==> config.mk <==
export PLATFORM = sky130hd
export DESIGN_NAME = acc_req_arbiter
export DESIGN_NICKNAME = d
export VERILOG_FILES = /design/src/rtl/acc_arb_pkg.sv /design/src/rtl/acc_outstanding_cnt.sv /design/src/rtl/acc_req_arbiter.sv
export SDC_FILE = /design/constraint.sdc
export NUM_CORES = 1
export LEC_CHECK = 0
export CAP_MARGIN = 40
export CORE_AREA = 2 2 154 156
export DETAILED_ROUTE_END_ITERATION = 6
export DIE_AREA = 0 0 156 158
export DONT_BUFFER_PORTS = 1
export PLACE_DENSITY = 0.51
export RECOVER_POWER = 100
export SETUP_SLACK_MARGIN = 0.02
export SYNTH_ARGS = -nofsm -noshare
export SYNTH_HDL_FRONTEND = slang
export SYNTH_SLANG_ARGS = --single-unit
==> constraint.sdc <==
create_clock -name clk_i -period 6.5 [get_ports clk_i]
set_input_delay 1.3 -clock clk_i [delete_from_list [all_inputs] [get_ports clk_i]]
set_output_delay 1.3 -clock clk_i [all_outputs]
set_load 0.02 [all_outputs]
==> src/rtl/acc_arb_pkg.sv <==
// Shared types and helpers for the accelerator request arbiter.
// Covers the counter type, the error-cause encoding and the index arithmetic.
package acc_arb_pkg;

  localparam int unsigned DefaultMaxOutstanding = 4;
  localparam int unsigned DefaultCntWidth       = $clog2(DefaultMaxOutstanding + 1);

  typedef logic [DefaultCntWidth-1:0] cnt_t;

  typedef enum logic [1:0] {
    ERR_NONE,
    ERR_BAD_ID,
    ERR_UNDERFLOW
  } err_cause_e;

  function automatic int unsigned idx_width(int unsigned n);
    return (n > 1) ? $clog2(n) : 1;
  endfunction

  function automatic int unsigned rr_next(int unsigned ptr, int unsigned n);
    return (ptr + 1 >= n) ? 0 : ptr + 1;
  endfunction

endpackage

==> src/rtl/acc_outstanding_cnt.sv <==
// Saturating up/down counter tracking in-flight requests of one master.
// Simultaneous inc and dec leave the count unchanged.
module acc_outstanding_cnt #(
  parameter int unsigned MaxOutstanding = 4,
  parameter int unsigned CntWidth       = $clog2(MaxOutstanding + 1)
) (
  input  logic                clk_i,
  input  logic                rst_ni,
  input  logic                inc_i,
  input  logic                dec_i,
  output logic [CntWidth-1:0] count_o,
  output logic                full_o,
  output logic                underflow_o
);

  localparam logic [CntWidth-1:0] CntMax = CntWidth'(MaxOutstanding);

  logic [CntWidth-1:0] cnt_q, cnt_d;

  always_comb begin
    cnt_d = cnt_q;
    if (inc_i && !dec_i && (cnt_q != CntMax)) begin
      cnt_d = cnt_q + CntWidth'(1);
    end else if (dec_i && !inc_i && (cnt_q != '0)) begin
      cnt_d = cnt_q - CntWidth'(1);
    end
  end

  always_ff @(posedge clk_i or negedge rst_ni) begin
    if (!rst_ni) begin
      cnt_q <= '0;
    end else begin
      cnt_q <= cnt_d;
    end
  end

  assign count_o     = cnt_q;
  assign full_o      = (cnt_q == CntMax);
  assign underflow_o = dec_i && (cnt_q == '0);

endmodule

==> src/rtl/acc_req_arbiter.sv <==
// Round-robin arbiter sharing one accelerator port among NumReq masters,
// tagging requests with the master index and routing responses back by ID.
module acc_req_arbiter
  import acc_arb_pkg::*;
#(
  parameter int unsigned NumReq         = 8,
  parameter int unsigned DataWidth      = 32,
  parameter int unsigned MaxOutstanding = 4,
  parameter int unsigned IdWidth        = idx_width(NumReq),
  parameter int unsigned CntWidth       = $clog2(MaxOutstanding + 1)
) (
  input  logic                              clk_i,
  input  logic                              rst_ni,
  input  logic [NumReq-1:0]                 mst_q_valid_i,
  output logic [NumReq-1:0]                 mst_q_ready_o,
  input  logic [NumReq-1:0][DataWidth-1:0]  mst_q_data_i,
  output logic [NumReq-1:0]                 mst_p_valid_o,
  input  logic [NumReq-1:0]                 mst_p_ready_i,
  output logic [DataWidth-1:0]              mst_p_data_o,
  output logic                              slv_q_valid_o,
  input  logic                              slv_q_ready_i,
  output logic [DataWidth-1:0]              slv_q_data_o,
  output logic [IdWidth-1:0]                slv_q_id_o,
  input  logic                              slv_p_valid_i,
  output logic                              slv_p_ready_o,
  input  logic [DataWidth-1:0]              slv_p_data_i,
  input  logic [IdWidth-1:0]                slv_p_id_i,
  output logic                              busy_o,
  output logic                              err_o
);

  logic                              out_en_q;
  logic                              lock_q, lock_d;
  logic [IdWidth-1:0]                gnt_q, gnt, gnt_arb;
  logic [IdWidth-1:0]                ptr_q, ptr_d;
  logic                              busy_q;
  err_cause_e                        err_cause_q, err_cause_d;
  logic                              arb_found, q_hs, p_hs, id_ok;
  logic [NumReq-1:0]                 elig, full, underflow, inc, dec, nz_next;
  logic [NumReq-1:0][CntWidth-1:0]   cnt;

  for (genvar i = 0; i < NumReq; i++) begin : g_cnt
    acc_outstanding_cnt #(
      .MaxOutstanding (MaxOutstanding),
      .CntWidth       (CntWidth)
    ) u_cnt (
      .clk_i       (clk_i),
      .rst_ni      (rst_ni),
      .inc_i       (inc[i]),
      .dec_i       (dec[i]),
      .count_o     (cnt[i]),
      .full_o      (full[i]),
      .underflow_o (underflow[i])
    );

    assign elig[i] = mst_q_valid_i[i] && !full[i];
    // Predicts whether this counter is nonzero after the edge, so busy_o can be registered.
    assign nz_next[i] = (inc[i] && !dec[i]) ? 1'b1 :
                        (dec[i] && !inc[i]) ? (cnt[i] > CntWidth'(1)) :
                                              (cnt[i] != '0);
  end

  // Two passes: indices at or above the pointer first, then the wrapped-around ones.
  always_comb begin
    gnt_arb   = '0;
    arb_found = 1'b0;
    for (int unsigned i = 0; i < NumReq; i++) begin
      if (!arb_found && elig[i] && (i >= 32'(ptr_q))) begin
        arb_found = 1'b1;
        gnt_arb   = IdWidth'(i);
      end
    end
    for (int unsigned i = 0; i < NumReq; i++) begin
      if (!arb_found && elig[i] && (i < 32'(ptr_q))) begin
        arb_found = 1'b1;
        gnt_arb   = IdWidth'(i);
      end
    end
  end

  assign gnt           = lock_q ? gnt_q : gnt_arb;
  assign slv_q_valid_o = out_en_q && (lock_q || arb_found);
  assign slv_q_id_o    = gnt;
  assign q_hs          = slv_q_valid_o && slv_q_ready_i;
  assign lock_d        = slv_q_valid_o && !slv_q_ready_i;
  assign ptr_d         = q_hs ? IdWidth'(rr_next(32'(gnt), NumReq)) : ptr_q;

  always_comb begin
    slv_q_data_o  = '0;
    mst_q_ready_o = '0;
    inc           = '0;
    for (int unsigned i = 0; i < NumReq; i++) begin
      if (gnt == IdWidth'(i)) begin
        slv_q_data_o     = mst_q_data_i[i];
        mst_q_ready_o[i] = slv_q_ready_i && slv_q_valid_o;
        inc[i]           = q_hs;
      end
    end
  end

  // Unknown IDs are sunk so a stray response can never stall the accelerator.
  always_comb begin
    mst_p_valid_o = '0;
    slv_p_ready_o = 1'b0;
    id_ok         = 1'b0;
    dec           = '0;
    for (int unsigned i = 0; i < NumReq; i++) begin
      if (slv_p_id_i == IdWidth'(i)) begin
        id_ok            = 1'b1;
        mst_p_valid_o[i] = out_en_q && slv_p_valid_i;
        slv_p_ready_o    = out_en_q && mst_p_ready_i[i];
        dec[i]           = out_en_q && slv_p_valid_i && mst_p_ready_i[i];
      end
    end
    if (!id_ok) begin
      slv_p_ready_o = out_en_q;
    end
  end

  assign p_hs         = slv_p_valid_i && slv_p_ready_o;
  assign mst_p_data_o = slv_p_data_i;

  always_comb begin
    err_cause_d = ERR_NONE;
    if (p_hs && !id_ok) begin
      err_cause_d = ERR_BAD_ID;
    end else if (|underflow) begin
      err_cause_d = ERR_UNDERFLOW;
    end
  end

  always_ff @(posedge clk_i or negedge rst_ni) begin
    if (!rst_ni) begin
      out_en_q    <= 1'b0;
      lock_q      <= 1'b0;
      gnt_q       <= '0;
      ptr_q       <= '0;
      busy_q      <= 1'b0;
      err_cause_q <= ERR_NONE;
    end else begin
      out_en_q    <= 1'b1;
      lock_q      <= lock_d;
      gnt_q       <= gnt;
      ptr_q       <= ptr_d;
      busy_q      <= |nz_next;
      err_cause_q <= err_cause_d;
    end
  end

  assign busy_o = busy_q;
  assign err_o  = (err_cause_q != ERR_NONE);

endmodule

Word level (Yosys, flattened, before mapping):

Index checks and enable logic that the tools add are counted.

* register bits: 35
* input bits: 311
* logic and storage cells: 366

* add/sub/neg operators: 17
* order comparisons: 23
* equality and inequality tests: 30
* mux-type cells: 114
* reductions and logical operators: 168

Operators with widths (number)
* 32-bit two-way mux: 8
* 1-bit logical AND: 98
* 3-bit two-way mux: 30
* 1-bit two-way mux: 73
* 3-bit == test, second input constant: 16
* 1-bit zero test: 40
* 3-bit zero test: 10
* 3-bit by 1-bit adder with 3-bit output, second input constant: 8
* 3-bit by 1-bit > comparator with 1-bit output, second input constant: 8
* 3-bit != test, second input constant: 8
* 3-bit nonzero test: 8
* 3-bit by 1-bit subtractor with 3-bit output, second input constant: 8
* 2-bit nonzero test: 9
* 8-bit OR reduction: 2
* 3-bit by 2-bit == test with 1-bit output, second input constant: 4
* 3-bit greater-or-equal comparator, first input constant: 3
* 3-bit < comparator, first input constant: 3
* 3-bit by 1-bit == test with 1-bit output, second input constant: 2
* 1-bit by 3-bit greater-or-equal comparator with 1-bit output, first input constant: 2
* 2-bit by 3-bit greater-or-equal comparator with 1-bit output, first input constant: 2
* 1-bit by 3-bit < comparator with 1-bit output, first input constant: 2
* 2-bit by 3-bit < comparator with 1-bit output, first input constant: 2
* 2-bit two-way mux: 3
* 3-bit by 1-bit adder with 4-bit output, second input constant: 1
* other kinds (2): 2

Depth between registers and ports, before layout:

* depth after elaboration: 70
* gate-level depth with buffers: 19
* depth with buffers taken out: 17

Modules after synthesis:

A second synthesis with hierarchy kept.

* cells, all modules: 872
* area, all modules: 5768.0 µm²

By module, submodules not included
* acc_req_arbiter: instances 1, cells each 680, area an instance 3896.2 µm², sequential area each 275.3 µm²
* acc_outstanding_cnt: instances 8, cells each 24, area an instance 234.0 µm², sequential area each 75.1 µm²

Worst setup path after synthesis:

OpenSTA, ideal clock, no wires.

* kind: input to output
* start point: input port mst_q_valid_i[0]
* end point: output port slv_q_data_o[6]
* arrival time: 4.459 ns
* path slack: 0.741 ns
* stages on the path: 16
* buffers on the path: 2
* path through: a21boi_2 a21boi_1 o21ai_0 a211o_1 a311oi_1 o31ai_1 inv_1 ha_1 clkbuf_1 clkbuf_1 a21oi_1 nor2_1 a21oi_1 o311ai_0 o211ai_1 a31oi_1

* cells in the longest elaborated chain, start to end: 68
* elaborated cells on any way between the ends: 88
* those cells by class: eq/ne: 7; mux: 37; reduce/logical: 44

Ends and longest elaborated chain
* start, declared: line acc_req_arbiter.sv:14 `input logic [NumReq-1:0] mst_q_valid_i,`
* 1-bit logical AND (*): line acc_req_arbiter.sv:56 `assign elig[i] = mst_q_valid_i[i] && !full[i];`
* 1-bit logical AND: line acc_req_arbiter.sv:68 `if (!arb_found && elig[i] && (i >= 32'(ptr_q))) begin`
* 1-bit two-way mux: line acc_req_arbiter.sv:68
* 1-bit zero test: line acc_req_arbiter.sv:68
* 1-bit logical AND (2 in a row): line acc_req_arbiter.sv:68
* 1-bit two-way mux: line acc_req_arbiter.sv:68
* 1-bit zero test: line acc_req_arbiter.sv:68
* 1-bit logical AND (2 in a row): line acc_req_arbiter.sv:68
* [... 44 more ...]
* 1-bit zero test: line acc_req_arbiter.sv:74 `if (!arb_found && elig[i] && (i < 32'(ptr_q))) begin`
* 1-bit logical AND (2 in a row): line acc_req_arbiter.sv:74
* 3-bit two-way mux (*): line acc_req_arbiter.sv:74
* 3-bit two-way mux (*): line acc_req_arbiter.sv:81 `assign gnt = lock_q ? gnt_q : gnt_arb;`
* via slv_q_id_o[0]: line acc_req_arbiter.sv:23 `output logic [IdWidth-1:0] slv_q_id_o,`
* 3-bit zero test: line acc_req_arbiter.sv:93 `if (gnt == IdWidth'(i)) begin`
* 32-bit two-way mux (7 in a row): line acc_req_arbiter.sv:93
* 32-bit two-way mux (*): line acc_req_arbiter.sv:93
* end, declared: line acc_req_arbiter.sv:22 `output logic [DataWidth-1:0] slv_q_data_o,`

Mark *: on every way through the listed nets, which the timed path passes. The rest lies on a longest branch.

Final worst setup path:

* start point: input port mst_q_valid_i[0]
* end point: output port slv_q_data_o[12]

* cells in the longest elaborated chain, start to end: 68
* elaborated cells on any way between the ends: 88
* those cells by class: eq/ne: 7; mux: 37; reduce/logical: 44

Ends and longest elaborated chain (line)
* 1-bit logical AND (*): acc_req_arbiter.sv:56
* 1-bit logical AND: acc_req_arbiter.sv:68
* 1-bit two-way mux: acc_req_arbiter.sv:68
* 1-bit zero test: acc_req_arbiter.sv:68
* 1-bit logical AND (2 in a row): acc_req_arbiter.sv:68
* 1-bit two-way mux: acc_req_arbiter.sv:68
* 1-bit zero test: acc_req_arbiter.sv:68
* 1-bit logical AND (2 in a row): acc_req_arbiter.sv:68
* [... 43 more ...]
* 1-bit two-way mux: acc_req_arbiter.sv:74
* 1-bit zero test: acc_req_arbiter.sv:74
* 1-bit logical AND (2 in a row): acc_req_arbiter.sv:74
* 3-bit two-way mux (*): acc_req_arbiter.sv:74
* 3-bit two-way mux (*): acc_req_arbiter.sv:81
* 3-bit zero test: acc_req_arbiter.sv:93
* 32-bit two-way mux (7 in a row): acc_req_arbiter.sv:93
* 32-bit two-way mux (*): acc_req_arbiter.sv:93

Mark *: on every way between the ends. The rest lies on a longest branch, timed or not.

==> impl_metrics.csv <==
group,metric,value,unit
place,place_hpwl,22280,um
pwr,peakVddDrop,0.1987,mV
detailed_routing,drc,0,
timing,slew_headroom,0.2078,
floorplanning,core,23050,um^2
detailed_routing,viasPerCell,5.987,
clocking,cts_buffer_depth,2,
setup_path,setup.worst_path.start_class,"input pin",
clocking,cts_made_buffers,5,
grt,grt_pass1_wl,38910,um
setup_path,crit_required,5.20,ns
pwr,pwr-share-comb,0.817,
final_layout,syn2layout_area_growth,5.099,%
timing,clock_skew,0.008056,ns
place,placed_cell_area,6231,um^2
timing,rsz0062_at_grt,"no",
grt,overflow,0,
synth,syn_area_per_cell,6.776,um^2
timing,timing.fmax,0.1627,GHz
clocking,clk_latency,0.29,ns
setup_path,worstReg2RegStart,"g_cnt[0].u_cnt.count_o[0]",
timing,fin_hold_ws,0.5348,ns
synth,synth-seq-area-share,0.1451,
setup_path,rr_worst_depth,17,
timing,hold_violations,0,
pwr,powerDensity,622.3,nW/um^2
floorplanning,pin_count,398,
setup_path,reg2reg_slack,1.35,ns
synth,synth_edf_count,0,
final_layout,final_common_cell,"nand2_1",
min_path,min_delay_worst_endpoint,"g_cnt[0].u_cnt.count_o[0]",
synth,synth_flop_cell,"dfrtp_1",
clocking,tritoncts,"built",
floorplanning,die_area,24650,um^2
synth,synth_seq_cells,35,
run,cap_violations,0,
pwr,p_leak,2.260,nW
floorplanning,die_w,156,um
timing,drv_slew,0,
timing,worst_pin_slew,1.188,ns
pwr,switching_share,0.6057,
clocking,clock_sink_count,35,
grt,grt_antenna_before_repair,7,
clocking,htree_levels,2,
synth,synth_cell_type_count,79,
floorplanning,fp.dieH,158,um
place,place_congestion,0.8527,
detailed_routing,drtIter0Drc,649,
grt,grt_usage,0.2075,
clocking,cts_hold_buf,0,
final_layout,finalInstanceArea,6345,um^2
clocking,cts_root_buffer,"clkbuf_16",
timing,post-route-period-util,0.9456,
pwr,clkPwrFrac,0.073,
pwr,total_power,3.948,mW
final_layout,final_cell_mix,"nand2_1 (142), nor2_1 (92), a21oi_1 (89)",
synth,synth.cell_area,6037,um^2
setup_path,cp_data_arrival_time,4.85,ns
floorplanning,start_util,0.2619,
clocking,cts_setup_buffers,0,
clocking,clk_pin_slew_worst_paths,0.06,ns
min_path,hold_depth,1,
min_path,min_from,"g_cnt[0].u_cnt.count_o[0]",
detailed_routing,wl_per_cell,24.17,um
run_status,status,"complete, no violations",
setup_path,timing.rr.end,"busy_o",
floorplanning,rows,56,
pwr,switching_power,2.391,mW
synth,syn_inst,891,
setup_path,path_class,"input pin to primary output",
pwr,power.internal,1.557,mW
final_layout,final_nets,1184,
place,io_buffer_count,0,
min_path,worstHoldPathType,"register to register",
final_layout,layout-drive-gt1-share,0.07177,
setup_path,cp-end-kind,"primary output",
grt,grt_pass1_vias,6227,
detailed_routing,routed_wl,27390,um
detailed_routing,antenna_left,0,
synth,ys_async_sr_fraction,1.000,
timing,setup_tns,0,ns
synth,ys_warn_count,0,
synth,synthesis.nets,1240,
grt,grt_max_degree,65,
pwr,pwr-share-seq,0.110,
detailed_routing,vias,6783,
timing,fin_crit,6.147,ns
timing,finalSetupViolCount,0,
clocking,cts_resized,0,
detailed_routing,firstDrtPassIters,5,
setup_path,critPathMaxFanout,32,
-- worst max-delay path, stage by stage --
cell and delay (ns):
a21boi_2 0.17, a21boi_0 0.40, o21ai_0 0.14, a211o_1 0.28
a311oi_1 0.26, o31ai_1 0.18, inv_1 0.12, buf_4 0.16
ha_1 0.19, ha_1 0.31, inv_1 0.09, nand3_1 0.07
clkbuf_4 0.40, o22ai_1 0.20, a31oi_1 0.55
-- stage by stage --
stage / util / worst slack, ns / std cells
after global placement: 0.2700 / 0.4705 / 1117
final: 0.2752 / 0.3533 / 1133
after floorplan: - / 0.7410 / 891
after CTS: 0.2778 / 0.4359 / 1126
after global routing: 0.2751 / 0.06771 / 1132
after detailed placement: 0.2703 / 0.4492 / 1118
-- flip-flops by register name, indices dropped and copies added (netlist names) --
name	flops
busy_o	1
err_cause_q	2
gnt_q	3
ptr_q	3
g_cnt.u_cnt.count_o	24
lock_q	1
out_en_q	1
-- cell usage after synthesis (10+ instances only) --
library cell | number | area (um^2)
o21ai_0 | 13 | 65.06
nor2_1 | 92 | 345.3
o311ai_0 | 20 | 175.2
o311ai_1 | 12 | 105.1
inv_1 | 34 | 127.6
buf_4 | 42 | 315.3
a31oi_1 | 38 | 237.7
clkbuf_1 | 41 | 153.9
xnor2_1 | 10 | 87.58
ha_1 | 38 | 475.5
nand2_1 | 142 | 533.0
o211ai_1 | 38 | 285.3
dfrtp_1 | 35 | 875.8
nand2b_1 | 11 | 68.82
o22ai_1 | 43 | 269.0
and2_1 | 14 | 87.58
a21oi_1 | 90 | 450.4
nand3_1 | 15 | 75.07
buf_2 | 20 | 100.1
-- power by group through the flow --
stage	clock [mW]	combinational, mW	sequential, mW
2_1_floorplan	0	2.38	0.382
3_3_place_gp	0	3.31	0.434
3_5_place_dp	0	3.33	0.431
4_1_cts	0.296	3.34	0.430
5_1_grt	0.305	3.55	0.449
6_report	0.290	3.23	0.433
-- layout make-up --
cell class | instances | area [um^2]
clock inverters | 3 | 47.55
clock buffers | 5 | 125.1
inverters | 35 | 131.4
well taps | 290 | 362.8
diodes | 7 | 17.52
repair buffers | 44 | 330.3
fillers | 2548 | 16710
multi-input cells | 714 | 4454
flip-flops and latches | 35 | 875.8
-- layer usage --
layer  vias to the layer above  routed length, um  track usage
met2                       382              12580       0.3285
met4                         2                465      0.06204
met1                      3195              11320       0.2608
li1                       3176                  -            -
met5                         -                 13      0.03106
met3                        28               3015      0.07720
-- cells by family (layout without fill, tap and decap cells) --
kind of cell | after synthesis | after routing | synth area share
DFF | 35 | 35 | 0.1451
and+or+nand+nor | 319 | 319 | 0.2350
xor gates and xnor gates | 11 | 11 | 0.01596
buffers and inverters | 142 | 87 | 0.1198
AOI/OAI and AO/OA | 338 | 338 | 0.3880
other | 2 | 9 | 0.001244
adders and majority gates | 38 | 38 | 0.07876
muxes | 6 | 6 | 0.01617
-- worst max path at each step --
stage                     slack, ns              from                to
after floorplan                0.74  mst_q_valid_i[0]   slv_q_data_o[6]
after global placement         0.47  mst_q_valid_i[0]  slv_q_data_o[12]
after detailed placement       0.45  mst_q_valid_i[5]  slv_q_data_o[12]
after CTS                      0.44  mst_q_valid_i[5]  slv_q_data_o[12]
after global routing           0.07  mst_q_valid_i[0]  slv_q_data_o[11]
final                          0.35  mst_q_valid_i[0]  slv_q_data_o[12]
No activity file was read; power rests on OpenSTA's default activity.
